**src/rtl/regfile_pkg.sv**
```systemverilog
// regfile_pkg: shared types for the integer register bank write side.
//   N_DEFAULT / BITS_DEFAULT : default register count and data width
//   reg_ptr_t                : register index at the default register count
//   wb_entry_t               : buffered writeback entry {ptr, data}
package regfile_pkg;

    localparam int unsigned N_DEFAULT    = 32;
    localparam int unsigned BITS_DEFAULT = 64;

    typedef logic [$clog2(N_DEFAULT)-1:0] reg_ptr_t;

    typedef struct packed {
        reg_ptr_t                ptr;
        logic [BITS_DEFAULT-1:0] data;
    } wb_entry_t;

endpackage

```
**src/rtl/wb_fifo.sv**
```systemverilog
// wb_fifo: synchronous FIFO of writeback entries, head visible combinationally.
// Ports:
//   clk        : clock, rising edge
//   rst        : asynchronous active-low reset (empties the FIFO)
//   push       : write push_data (ignored when full)
//   push_data  : entry to enqueue
//   pop        : drop the head entry (ignored when empty)
//   head       : current head entry
//   full/empty : occupancy flags
module wb_fifo
    import regfile_pkg::*;
#(
    parameter type         T     = wb_entry_t,
    parameter int unsigned DEPTH = 4
) (
    input  logic clk,
    input  logic rst,
    input  logic push,
    input  T     push_data,
    input  logic pop,
    output T     head,
    output logic full,
    output logic empty
);

    localparam int unsigned AW = $clog2(DEPTH);

    T               mem_q [DEPTH];
    logic [AW-1:0]  wr_ptr_q;
    logic [AW-1:0]  rd_ptr_q;
    logic [AW:0]    count_q;
    logic           push_ok;
    logic           pop_ok;

    assign full    = (count_q == (AW+1)'(DEPTH));
    assign empty   = (count_q == '0);
    assign push_ok = push && !full;
    assign pop_ok  = pop && !empty;
    assign head    = mem_q[rd_ptr_q];

    // Storage needs no reset: occupancy alone decides what is valid.
    always_ff @(posedge clk) begin
        if (push_ok) begin
            mem_q[wr_ptr_q] <= push_data;
        end
    end

    always_ff @(posedge clk or negedge rst) begin
        if (!rst) begin
            wr_ptr_q <= '0;
            rd_ptr_q <= '0;
            count_q  <= '0;
        end else begin
            if (push_ok) begin
                wr_ptr_q <= wr_ptr_q + AW'(1);
            end
            if (pop_ok) begin
                rd_ptr_q <= rd_ptr_q + AW'(1);
            end
            unique case ({push_ok, pop_ok})
                2'b10:   count_q <= count_q + (AW+1)'(1);
                2'b01:   count_q <= count_q - (AW+1)'(1);
                default: count_q <= count_q;
            endcase
        end
    end

endmodule

```
**src/rtl/reg_writeback_ctrl.sv**
```systemverilog
// reg_writeback_ctrl: owns the register bank write port. Merges single-cycle
// ALU results (absolute priority) with buffered long-latency results, and
// keeps a busy scoreboard of outstanding long-latency destinations.
// Ports:
//   clk, rst                    : clock; asynchronous active-low reset
//   issue_valid, issue_rd       : long op issued, marks busy[issue_rd]
//   alu_valid, alu_rd, alu_data : ALU result, always accepted
//   lu_valid, lu_rd, lu_data    : long-unit result, handshake with lu_ready
//   lu_ready                    : buffer not full (combinational)
//   ptr_wr, data_wr, wr_en      : registered register bank write port
//   busy                        : registered scoreboard, bit i = pending
// Optional feature macro: WB_BYPASS_EN -- a long result arriving with the
// buffer empty and no ALU traffic is written directly, one cycle earlier.
module reg_writeback_ctrl
    import regfile_pkg::*;
#(
    parameter int unsigned N      = N_DEFAULT,
    parameter int unsigned Bits   = BITS_DEFAULT,
    parameter int unsigned QDEPTH = 4
) (
    input  logic                 clk,
    input  logic                 rst,
    input  logic                 issue_valid,
    input  logic [$clog2(N)-1:0] issue_rd,
    input  logic                 alu_valid,
    input  logic [$clog2(N)-1:0] alu_rd,
    input  logic [Bits-1:0]      alu_data,
    input  logic                 lu_valid,
    input  logic [$clog2(N)-1:0] lu_rd,
    input  logic [Bits-1:0]      lu_data,
    output logic                 lu_ready,
    output logic [$clog2(N)-1:0] ptr_wr,
    output logic [Bits-1:0]      data_wr,
    output logic                 wr_en,
    output logic [N-1:0]         busy
);

    localparam int unsigned PW = $clog2(N);

    typedef struct packed {
        logic [PW-1:0]   ptr;
        logic [Bits-1:0] data;
    } entry_t;

    entry_t          lu_entry;
    entry_t          head;
    logic            fifo_full;
    logic            fifo_empty;
    logic            fifo_push;
    logic            fifo_pop;
    logic            bypass;

    logic            lu_wb;
    logic [PW-1:0]   lu_wb_rd;

    logic            wr_en_d,  wr_en_q;
    logic [PW-1:0]   ptr_d,    ptr_q;
    logic [Bits-1:0] data_d,   data_q;
    logic [N-1:0]    busy_d,   busy_q;

    assign lu_entry = '{ptr: lu_rd, data: lu_data};
    assign lu_ready = !fifo_full;

`ifdef WB_BYPASS_EN
    // Empty buffer implies lu_ready, so this is an accepted handshake.
    assign bypass = lu_valid && fifo_empty && !alu_valid;
`else
    assign bypass = 1'b0;
`endif

    assign fifo_push = lu_valid && lu_ready && !bypass;
    assign fifo_pop  = !alu_valid && !fifo_empty;

    wb_fifo #(
        .T     (entry_t),
        .DEPTH (QDEPTH)
    ) u_fifo (
        .clk       (clk),
        .rst       (rst),
        .push      (fifo_push),
        .push_data (lu_entry),
        .pop       (fifo_pop),
        .head      (head),
        .full      (fifo_full),
        .empty     (fifo_empty)
    );

    // Write-port arbitration. A winner targeting register 0 is still consumed
    // but produces no write; ptr/data hold their last written values.
    always_comb begin
        wr_en_d  = 1'b0;
        ptr_d    = ptr_q;
        data_d   = data_q;
        lu_wb    = 1'b0;
        lu_wb_rd = '0;
        if (alu_valid) begin
            if (alu_rd != '0) begin
                wr_en_d = 1'b1;
                ptr_d   = alu_rd;
                data_d  = alu_data;
            end
        end else if (bypass) begin
            lu_wb    = 1'b1;
            lu_wb_rd = lu_rd;
            if (lu_rd != '0) begin
                wr_en_d = 1'b1;
                ptr_d   = lu_rd;
                data_d  = lu_data;
            end
        end else if (fifo_pop) begin
            lu_wb    = 1'b1;
            lu_wb_rd = head.ptr;
            if (head.ptr != '0) begin
                wr_en_d = 1'b1;
                ptr_d   = head.ptr;
                data_d  = head.data;
            end
        end
    end

    // Set is applied after clear so a newly issued op on the retiring
    // register keeps it busy.
    always_comb begin
        busy_d = busy_q;
        if (lu_wb) begin
            busy_d[lu_wb_rd] = 1'b0;
        end
        if (issue_valid && (issue_rd != '0)) begin
            busy_d[issue_rd] = 1'b1;
        end
    end

    always_ff @(posedge clk or negedge rst) begin
        if (!rst) begin
            wr_en_q <= 1'b0;
            ptr_q   <= '0;
            data_q  <= '0;
            busy_q  <= '0;
        end else begin
            wr_en_q <= wr_en_d;
            ptr_q   <= ptr_d;
            data_q  <= data_d;
            busy_q  <= busy_d;
        end
    end

    assign wr_en   = wr_en_q;
    assign ptr_wr  = ptr_q;
    assign data_wr = data_q;
    assign busy    = busy_q;

endmodule

```
**config.mk**
```make
export PLATFORM = sky130hd
export DESIGN_NAME = reg_writeback_ctrl
export DESIGN_NICKNAME = d
export VERILOG_FILES = /design/src/rtl/regfile_pkg.sv /design/src/rtl/wb_fifo.sv /design/src/rtl/reg_writeback_ctrl.sv
export SDC_FILE = /design/constraint.sdc
export NUM_CORES = 1
export LEC_CHECK = 0
export ABC_CLOCK_PERIOD_IN_PS = 4400
export CORE_ASPECT_RATIO = 1.75
export CORE_MARGIN = 1.5
export CORE_UTILIZATION = 51
export CTS_BUF_LIST = sky130_fd_sc_hd__clkbuf_16
export DETAILED_ROUTE_END_ITERATION = 6
export PLACE_DENSITY = 0.74
export SLEW_MARGIN = 20
export SYNTH_ARGS = -nofsm -noshare
export SYNTH_HDL_FRONTEND = slang
export SYNTH_SLANG_ARGS = --single-unit
```
**constraint.sdc**
```tcl
create_clock -name clk -period 4.4 [get_ports clk]
set_input_delay 0.66 -clock clk [delete_from_list [all_inputs] [get_ports clk]]
set_output_delay 0.66 -clock clk [all_outputs]
set_load 0.02 [all_outputs]
```
== Word level (Yosys, flattened, before mapping) ==
Memory sizes are Yosys's and may differ from the RTL's.
Index checks and enable logic that the tools add are counted.
Cells by class
  eq/ne operators: 4
  bitwise operators: 3
  $add $sub $neg: 4
  reductions and logical operators: 18
  magnitude comparators: 4
  multiplexer cells: 25
Operators with widths (number)
  $mux 64: 4
  $mux 32: 2
  $and 32x32->32: 1
  $not 32->32: 1
  $or 32x32->32: 1
  $mux 5: 6
  $reduce_bool 5->1: 3
  $lt 5x6->1 const B: 2
  $demux 1 s5: 2
  $ge 5x1->1 const B: 2
  $mux 1: 10
  $logic_and 1x1->1: 7
  $pmux 3 s2: 1
  $reduce_bool 2->1: 3
  $add 2x1->2 const B: 2
  $add 3x1->3 const B: 1
  $eq 3x3->1 const B: 1
  $logic_not 1->1: 3
  $logic_not 3->1: 1
  $reduce_and 3->1: 1
  $sub 3x1->3 const B: 1
  $eq 2x1->1 const B: 1
  $eq 2x2->1 const B: 1
  $ne 2x1->1 const B: 1
Storage, ports and cells
  bits in writable memories: 276
  bits in registers: 109
  input port bits: 148
  memories: 1
Memory list
  u_fifo.mem_q: words 4, bits a word 69, read ports 1, clocked after Yosys merged registers in 0, wr ports 1, line wb_fifo.sv:28  | T mem_q [DEPTH];

== Depth between registers and ports, before layout ==
Gate-level depths: netlist of the first run.
  depth in word-level cells: 14
  depth in mapped cells: 10
  gate-level depth less buffers: 10

== Modules after synthesis ==
From an unflattened synthesis of the first run, not the netlist that was laid out.
Unflattened totals
  cells, all modules: 774
  area total of the unflattened synthesis: 14859.3 um^2
By module, submodules not included
  wb_fifo: area each 10461.3 um^2, times used 1, cells each 399
  reg_writeback_ctrl: area each 4398.0 um^2, times used 1, cells each 375

== Least setup slack after synthesis of the first run ==
OpenSTA, ideal clock, no wires.
  kind: reg2reg
  from: reg u_fifo.count_q[0]
  to: mem u_fifo.mem_q[0][0] in the netlist's numbering (enable)
  arrival: 2.436 ns
  period minus slack after synthesis: 2.871 ns
  stages on the path, launching flop included: 4
  setup time: 0.435 ns
  slack: 1.529 ns
  path through: dfrtp_1 -> inv_1 -> nand3_1 -> and3_1
Between the ends
  longest elaborated chain between the ends: 6
Ends and longest elaborated chain
  start, declared: line wb_fifo.sv:31  | logic [AW:0] count_q;
  start signal, assigned: line wb_fifo.sv:61  | 2'b10: count_q <= count_q + (AW+1)'(1);
  start signal, assigned: line wb_fifo.sv:62  | 2'b01: count_q <= count_q - (AW+1)'(1);
  start signal, assigned: line wb_fifo.sv:63  | default: count_q <= count_q;
  $eq 3x3->1 (*): line wb_fifo.sv:35  | assign full = (count_q == (AW+1)'(DEPTH));
  $logic_not 1->1 (*): line reg_writeback_ctrl.sv:62  | assign lu_ready = !fifo_full;
  via lu_ready: line reg_writeback_ctrl.sv:31  | output logic lu_ready,
  $logic_and 1x1->1: line reg_writeback_ctrl.sv:71  | assign fifo_push = lu_valid && lu_ready && !bypass;
  $logic_and 1x1->1 (*): line wb_fifo.sv:37  | assign push_ok = push && !full;
  $mux 1 (*): line wb_fifo.sv:43  | if (push_ok) begin
  $mux 1 (not written as such) (*): line wb_fifo.sv:44  | mem_q[wr_ptr_q] <= push_data;
  end, declared: line wb_fifo.sv:28
The timed path passes the listed nets; every way through them passes the cells marked *.

== Final worst setup path of the first run ==
  from: reg u_fifo.rd_ptr_q[1]
  to: reg data_q[22] (netlist: data_wr[22])
Between the ends
  longest elaborated chain between the ends: 4
  elaborated cells between the ends (all ways): 7
Ends and longest elaborated chain
  start, declared: line wb_fifo.sv:30  | logic [AW-1:0] rd_ptr_q;
  start signal, assigned: line wb_fifo.sv:58  | rd_ptr_q <= rd_ptr_q + AW'(1);
  $mem_v2 4x69 (*)
  $reduce_bool 5->1 / $mux 64 (equally long branches): line reg_writeback_ctrl.sv:113  | if (head.ptr != '0) begin
  $reduce_bool 2->1 (no source line) / $mux 64 (equally long branches)
  $reduce_and 3->1 (no source line) / $mux 64 (equally long branches)
  end signal, assigned: line reg_writeback_ctrl.sv:142  | data_q <= data_d;
  end, declared: line reg_writeback_ctrl.sv:58  | logic [Bits-1:0] data_d, data_q;
Mark *: on every way between the ends. The rest lies on a longest branch, timed or not. The select of a mux whose other input is x is not followed.
A chain may end at the register's enable or synchronous reset.

==> results.cfg, run 1 <==
[power]
switchingPower_mw = 4.70
ir_worst_vdd_mv = 0.495
cellPowerDensity_mw_per_mm2 = 647
seqPwrFrac_pct = 41.0
p_leak_nw = 7.48
p_int_mw = 8.65
p_clk_share_pct = 21.2
netSwitchingFraction_pct = 35.2
combPwrFrac_pct = 37.7

[synthesis]
synth_cells = 1109
synth_edf_count = 276
synth_area_mm2 = 0.0168
synthArstFlopShare_pct = 28.3
yosysSeqAreaShare_pct = 65.6
synthesis.nets = 1263
ys.flop_type = edfxtp_1
yosys.cell_types.count = 44
ys_ff_latch = 385
yosysWarnings = 0
synth.avg_cell_area_um2 = 15.1

[route]
drt-vias-per-instance = 6.55
vias = 11400
first_pass_iters = 5
route.detailed.drc = 0
routed_wl_um = 42700
wl_per_cell_um = 24.7
drtIter0Drc = 856
ant_nets = 0

[sta]
fmax_mhz = 347
setup_viol = 0
fin_worst_skew_ns = 0.0130
rsz0062_at_grt = false
tns_ns = 0
tightest_slew_ns = 1.03
finalHoldViolCount = 0
relSlewSlack_pct = 31.5
finalCritPeriodShare_pct = 65.4
finalMaxSlewViolations = 0
period_minus_slack_ns = 2.88
fin_ws_ns = 1.52

[cts]
htree_num_levels = 2
postCtsResizedCells = 0
post_cts_buffers = 0
root_buffer = clkbuf_16
cts_buffers = 34
cts_num_sinks = 385
path_clk_slew_ns = 0.06
worstSkewPairLatency_ns = 0.52
cts_buffer_depth = 3
cts_tree = done
cts_hold_buf = 0

[global_route]
grt_pass1_wl_um = 65700
grt_use_total_pct = 25.1
grt_max_degree = 134
grt-ovfl-total = 0
antenna_found_initial = 11
grt_pass1_vias = 11500

[setup_path]
cp-end-kind = flop
max_stage_delay_ns = 0.84
crit_slowest_cell = dfrtp_4
crit_type = flop to flop
crit_family = flip-flops
crit_arrival_ns = 3.27
crit_chain = mux4_2 -> nor2_4 -> buf_12 -> a2111o_1 -> nand3_1
worstPathRequired_ns = 4.79
startpoint_type = flop
path_buf_inv = 1
crit_fanout = 60

[cells_and_area]
fin_util_pct = 63.9
final_cell_mix = 276 x edfxtp_1, 247 x clkdlybuf4s50_1, 107 x dfrtp_1
layout_commonest_cell = edfxtp_1
syn2layout_area_growth_pct = 22.9
finalNetCount = 1450
drive_above_1_share_pct = 11.8

[placement]
place.gp.congestion = 0.856
portBuffers = 250
dpl.hpwl_um = 25800
place_worst_setup_slack_ns = 1.38

[job]
drv_cap = 0

[status]
outcome = finished, final reports clean

[floorplanning]
coreArea_mm2 = 0.0323
ios = 251
die-area_mm2 = 0.0341
start_util_pct = 52.0
die_w_um = 140
num_rows = 87
die_y_um = 243

[min_path]
min_path_type = input port to async pin
## per-layer routing
| layer | track usage, % | vias to the layer above | routed length (um) |
|---|---|---|---|
| li1 | - | 4949 | - |
| met2 | 43.1 | 476 | 22400 |
| met3 | 3.65 | 103 | 2520 |
| met5 | 0 | - | 13 |
| met1 | 30.7 | 5820 | 16000 |
| met4 | 13.3 | 2 | 1750 |
## layout make-up
| cell class | count | area [um^2] |
|---|---|---|
| tap | 400 | 500 |
| antenna | 11 | 27.5 |
| clock inverter | 24 | 128 |
| inverter | 12 | 45.0 |
| fill | 2368 | 11700 |
| clock buffer | 37 | 926 |
| sequential | 385 | 11000 |
| multi-input combinational | 591 | 5270 |
| timing repair buffer | 272 | 2740 |
## power by group through the flow
stage | Combinational, mW | Clock (mW) | Sequential, mW
4_1_cts | 5.07 | 2.89 | 5.48
6_report | 5.04 | 2.83 | 5.48
3_5_place_dp | 5.06 | 0 | 5.54
5_1_grt | 5.38 | 3.02 | 5.58
3_3_place_gp | 4.95 | 0 | 5.51
2_1_floorplan | 2.77 | 0 | 5.85
## state kept, by name, summed over array words and instances (netlist names)
name	flops
u_fifo.mem_q	276
u_fifo.wr_ptr_q	2
ptr_wr	5
u_fifo.rd_ptr_q	2
wr_en	1
data_wr	64
u_fifo.count_q	3
busy	32
## worst register-to-register path: stages, from the launching register on
cell and delay [ns]:
dfrtp_4 0.84, mux4_2 0.49, nor2_4 0.64, buf_12 0.38, a2111o_1 0.31, nand3_1 0.09
## metrics by stage
stage / hold slack [ns] / std cells / total power, mW / area (um^2)
2_1_floorplan: 0.364 / 1109 / 8.61 / 16800
3_5_place_dp: 0.494 / 1660 / 10.6 / 19600
3_3_place_gp: 0.487 / 1658 / 10.5 / 19500
4_1_cts: 0.137 / 1721 / 13.4 / 20600
6_report: 0.137 / 1732 / 13.4 / 20600
5_1_grt: 0.170 / 1731 / 14.0 / 20600
## cell families (layout without fill, tap and decap cells)
group                      Yosys count  count (layout)  synth area share [%]
buffers and inverters              133             345                  3.40
DFF                                385             385                  65.6
and+or+nand+nor                    247             247                  7.66
xor gates and xnor gates             6               6                 0.313
other                                0              11                     0
adders and majority gates            6               6                 0.492
AOI/OAI and AO/OA                  261             261                  13.2
muxes                               71              71                  9.38
## synth_stat cells (5+ instances only)
| master | count | share of area (%) |
|---|---|---|
| nor2_1 | 69 | 1.5 |
| dfrtp_1 | 109 | 16 |
| nand3_1 | 76 | 2.3 |
| edfxtp_1 | 276 | 49 |
| o41ai_1 | 8 | 0.42 |
| o211a_1 | 64 | 3.8 |
| inv_1 | 11 | 0.25 |
| mux4_2 | 69 | 9.3 |
| buf_2 | 21 | 0.63 |
| clkbuf_1 | 87 | 1.9 |
| a2111o_1 | 64 | 4.3 |
| nand4_1 | 71 | 2.6 |
| nand2_1 | 7 | 0.16 |
| ha_1 | 5 | 0.37 |
| a32oi_1 | 5 | 0.26 |
| nand3b_1 | 5 | 0.22 |
| a31oi_1 | 64 | 2.4 |
| o31ai_1 | 19 | 0.85 |
| o21ai_0 | 25 | 0.74 |
| buf_4 | 8 | 0.36 |
## worst paths after layout
kind,to,slack [ns],depth (start not counted),start
worst min register to register,busy[17],0.50,2,busy[17]
worst max register to register,data_wr[22],1.52,5,u_fifo.rd_ptr_q[1]
worst max-delay path,data_wr[22],1.52,5,u_fifo.rd_ptr_q[1]
worst min-delay path,busy[30],0.14,1,rst
min in group clk,busy[17],0.50,2,busy[17]
max in group asynchronous,data_wr[50],3.32,2,rst
Note: power is estimated with default switching activity, not from simulation.
==> run 2, diff against run 1 <==
--- a/config.mk
+++ b/config.mk
@@ -5,7 +5,7 @@
 export SDC_FILE = /design/constraint.sdc
 export NUM_CORES = 1
 export LEC_CHECK = 0
-export ABC_CLOCK_PERIOD_IN_PS = 4400
+export ABC_CLOCK_PERIOD_IN_PS = 3000
 export CORE_ASPECT_RATIO = 1.75
 export CORE_MARGIN = 1.5
 export CORE_UTILIZATION = 51
==> constraint.sdc (replaced) <==
create_clock -name clk -period 3 [get_ports clk]
set_input_delay 0.45 -clock clk [delete_from_list [all_inputs] [get_ports clk]]
set_output_delay 0.45 -clock clk [all_outputs]
set_load 0.02 [all_outputs]
==> run 2 against run 1 <==
First-iteration DRC count decreased by 3.7%. Sequential share of layout area decreased by 0.62 points. Clock skew about the same. Sequential power increased by 44%. Sequential cell count unchanged. Global-route usage increased by 0.43 points. Cell area increased by 1.2%.
==> results.cfg, run 2 (same netlist as run 1, synthesis figures left out) <==
[cells_and_area]
final_cell_mix = 276 x edfxtp_1, 247 x clkdlybuf4s50_1, 107 x dfrtp_1
largest_reg_flops = 276
fill_cells = 2267
finalNetCount = 1461
syn2layout_area_growth_pct = 24.4
drive_above_1_share_pct = 12.7
top_register = u_fifo.mem_q
layout_commonest_cell = edfxtp_1
fin_cells = 1740

[setup_path]
max_stage_delay_ns = 0.67
crit_type = flop to flop
crit_chain = mux4_2 -> nor3_4 -> buf_12 -> a2111o_1 -> nand3_1
path_buf_inv = 1
crit_fanout = 111
startpoint_type = flop
crit_arrival_ns = 2.97
worstPathRequired_ns = 3.40
crit_family = multiplexers
crit_slowest_cell = mux4_2
cp-end-kind = flop

[global_route]
grt_busiest_layer = met2
grt-ovfl-total = 0
antenna_found_initial = 9
grt_use_met3_pct = 3.61
use_met2_pct = 43.7
grt_pass1_wl_um = 66800
grt_max_degree = 112
grt_pass1_vias = 11600
met1_usage_pct = 31.9
grt_use_total_pct = 25.5

[placement]
place_worst_setup_slack_ns = 0.350
dpl.hpwl_um = 26100
placedCellCount = 1669
portBuffers = 250
place.gp.congestion = 0.861

[min_path]
min_path_type = input port to flop

[sta]
setup_viol = 0
tightest_slew_ns = 0.996
finalCritPeriodShare_pct = 85.5
finalMaxSlewViolations = 0
fin_worst_skew_ns = 0.0127
period_minus_slack_ns = 2.56
hold_ws_ns = 0.270
tns_ns = 0
fmax_mhz = 390
fin_ws_ns = 0.436
relSlewSlack_pct = 33.6
finalHoldViolCount = 0
rsz0062_at_grt = false

[floorplanning]
die_w_um = 140
start_util_pct = 52.0
num_rows = 87
ios = 251
die_y_um = 243
coreArea_mm2 = 0.0323
die-area_mm2 = 0.0341

[cts]
path_clk_slew_ns = 0.07
cts_buffers = 35
cts_num_sinks = 385
postCtsResizedCells = 0
htree_num_levels = 2
cts_buffer_depth = 3
root_buffer = clkbuf_16
cts_tree = done
worstSkewPairLatency_ns = 0.53

[route]
route.detailed.drc = 0
drt-vias-per-instance = 6.50
vias = 11300
first_pass_iters = 6
ant_nets = 0
drtIter0Drc = 824
wl_per_cell_um = 24.8
routed_wl_um = 43100

[power]
p_leak_nw = 7.59
power_mw = 20.1
ir_worst_vdd_mv = 0.596
cellPowerDensity_mw_per_mm2 = 960

[job]
drv_cap = 0

[status]
outcome = finished, final reports clean
==> run 2: cell types whose count changed in the layout (fill, tap and decap cells not counted), moves of 2 or more <==
cell	previous run	this run
buf_4	17	22
clkinv_2	9	6
buf_12	4	10
clkinvlp_4	0	2
clkinv_1	8	6
diode_2	11	7
bufinv_16	1	5
==> run 2: layout make-up <==
type,count,area (um^2),share of cell area [%]
timing repair buffer,282,2860,13.7
multi-input combinational,591,5270,25.2
clock buffer,37,926,4.43
clock inverter,26,251,1.20
antenna,7,17.5,0.0838
sequential,385,11000,52.8
inverter,12,45.0,0.216
tap,400,500,2.40
==> run 2: final timing paths <==
check / start / to / slack, ns / depth (start not counted)
setup / recovery: u_fifo.rd_ptr_q[0] / data_wr[36] / 0.44 / 5
hold / removal: alu_valid / ptr_wr[0] / 0.27 / 3
setup reg to reg: u_fifo.rd_ptr_q[0] / data_wr[36] / 0.44 / 5
hold reg to reg: busy[5] / busy[5] / 0.50 / 2
max in group asynchronous: rst / data_wr[5] / 1.84 / 3
min in group asynchronous: rst / wr_en / 0.41 / 2
==> run 2: through the flow <==
stage | util (%) | area [um^2]
detailed placement | 60.9 | 19700
floorplan | - | 16800
CTS | 64.6 | 20900
global placement | 60.9 | 19700
global route | 64.6 | 20900
finish | 64.6 | 20900
==> run 2: power breakdown <==
| group | internal [mW] | leakage (nW) | switching, mW |
|---|---|---|---|
| logic | 3.22 | 3.21 | 4.33 |
| registers | 7.20 | 3.78 | 0.709 |
| clock network | 2.67 | 0.602 | 1.93 |
| total | 13.1 | 7.59 | 6.97 |
==> run 2: per-layer routing <==
metal	up-vias	part of all wire [%]	routed length [um]
met3	104	6.3	2720
li1	4979	-	-
met1	5708	38	16400
met5	-	0.084	36
met4	6	4.0	1730
met2	508	51	22200
==> run 2: repair_timing <==
| item | CTS | global route |
|---|---|---|
| buffers inserted | 0 | 0 |
| endpoints found under the setup margin | 0 | 0 |
| hold buffers | 1 | 0 |
| endpoints found under the hold margin | 27 | 0 |
==> run 2: tightest hold or removal path: stages <==
cell     delay [ns]
buf_6          0.14
a32oi_1        0.09
nand3_1        0.08
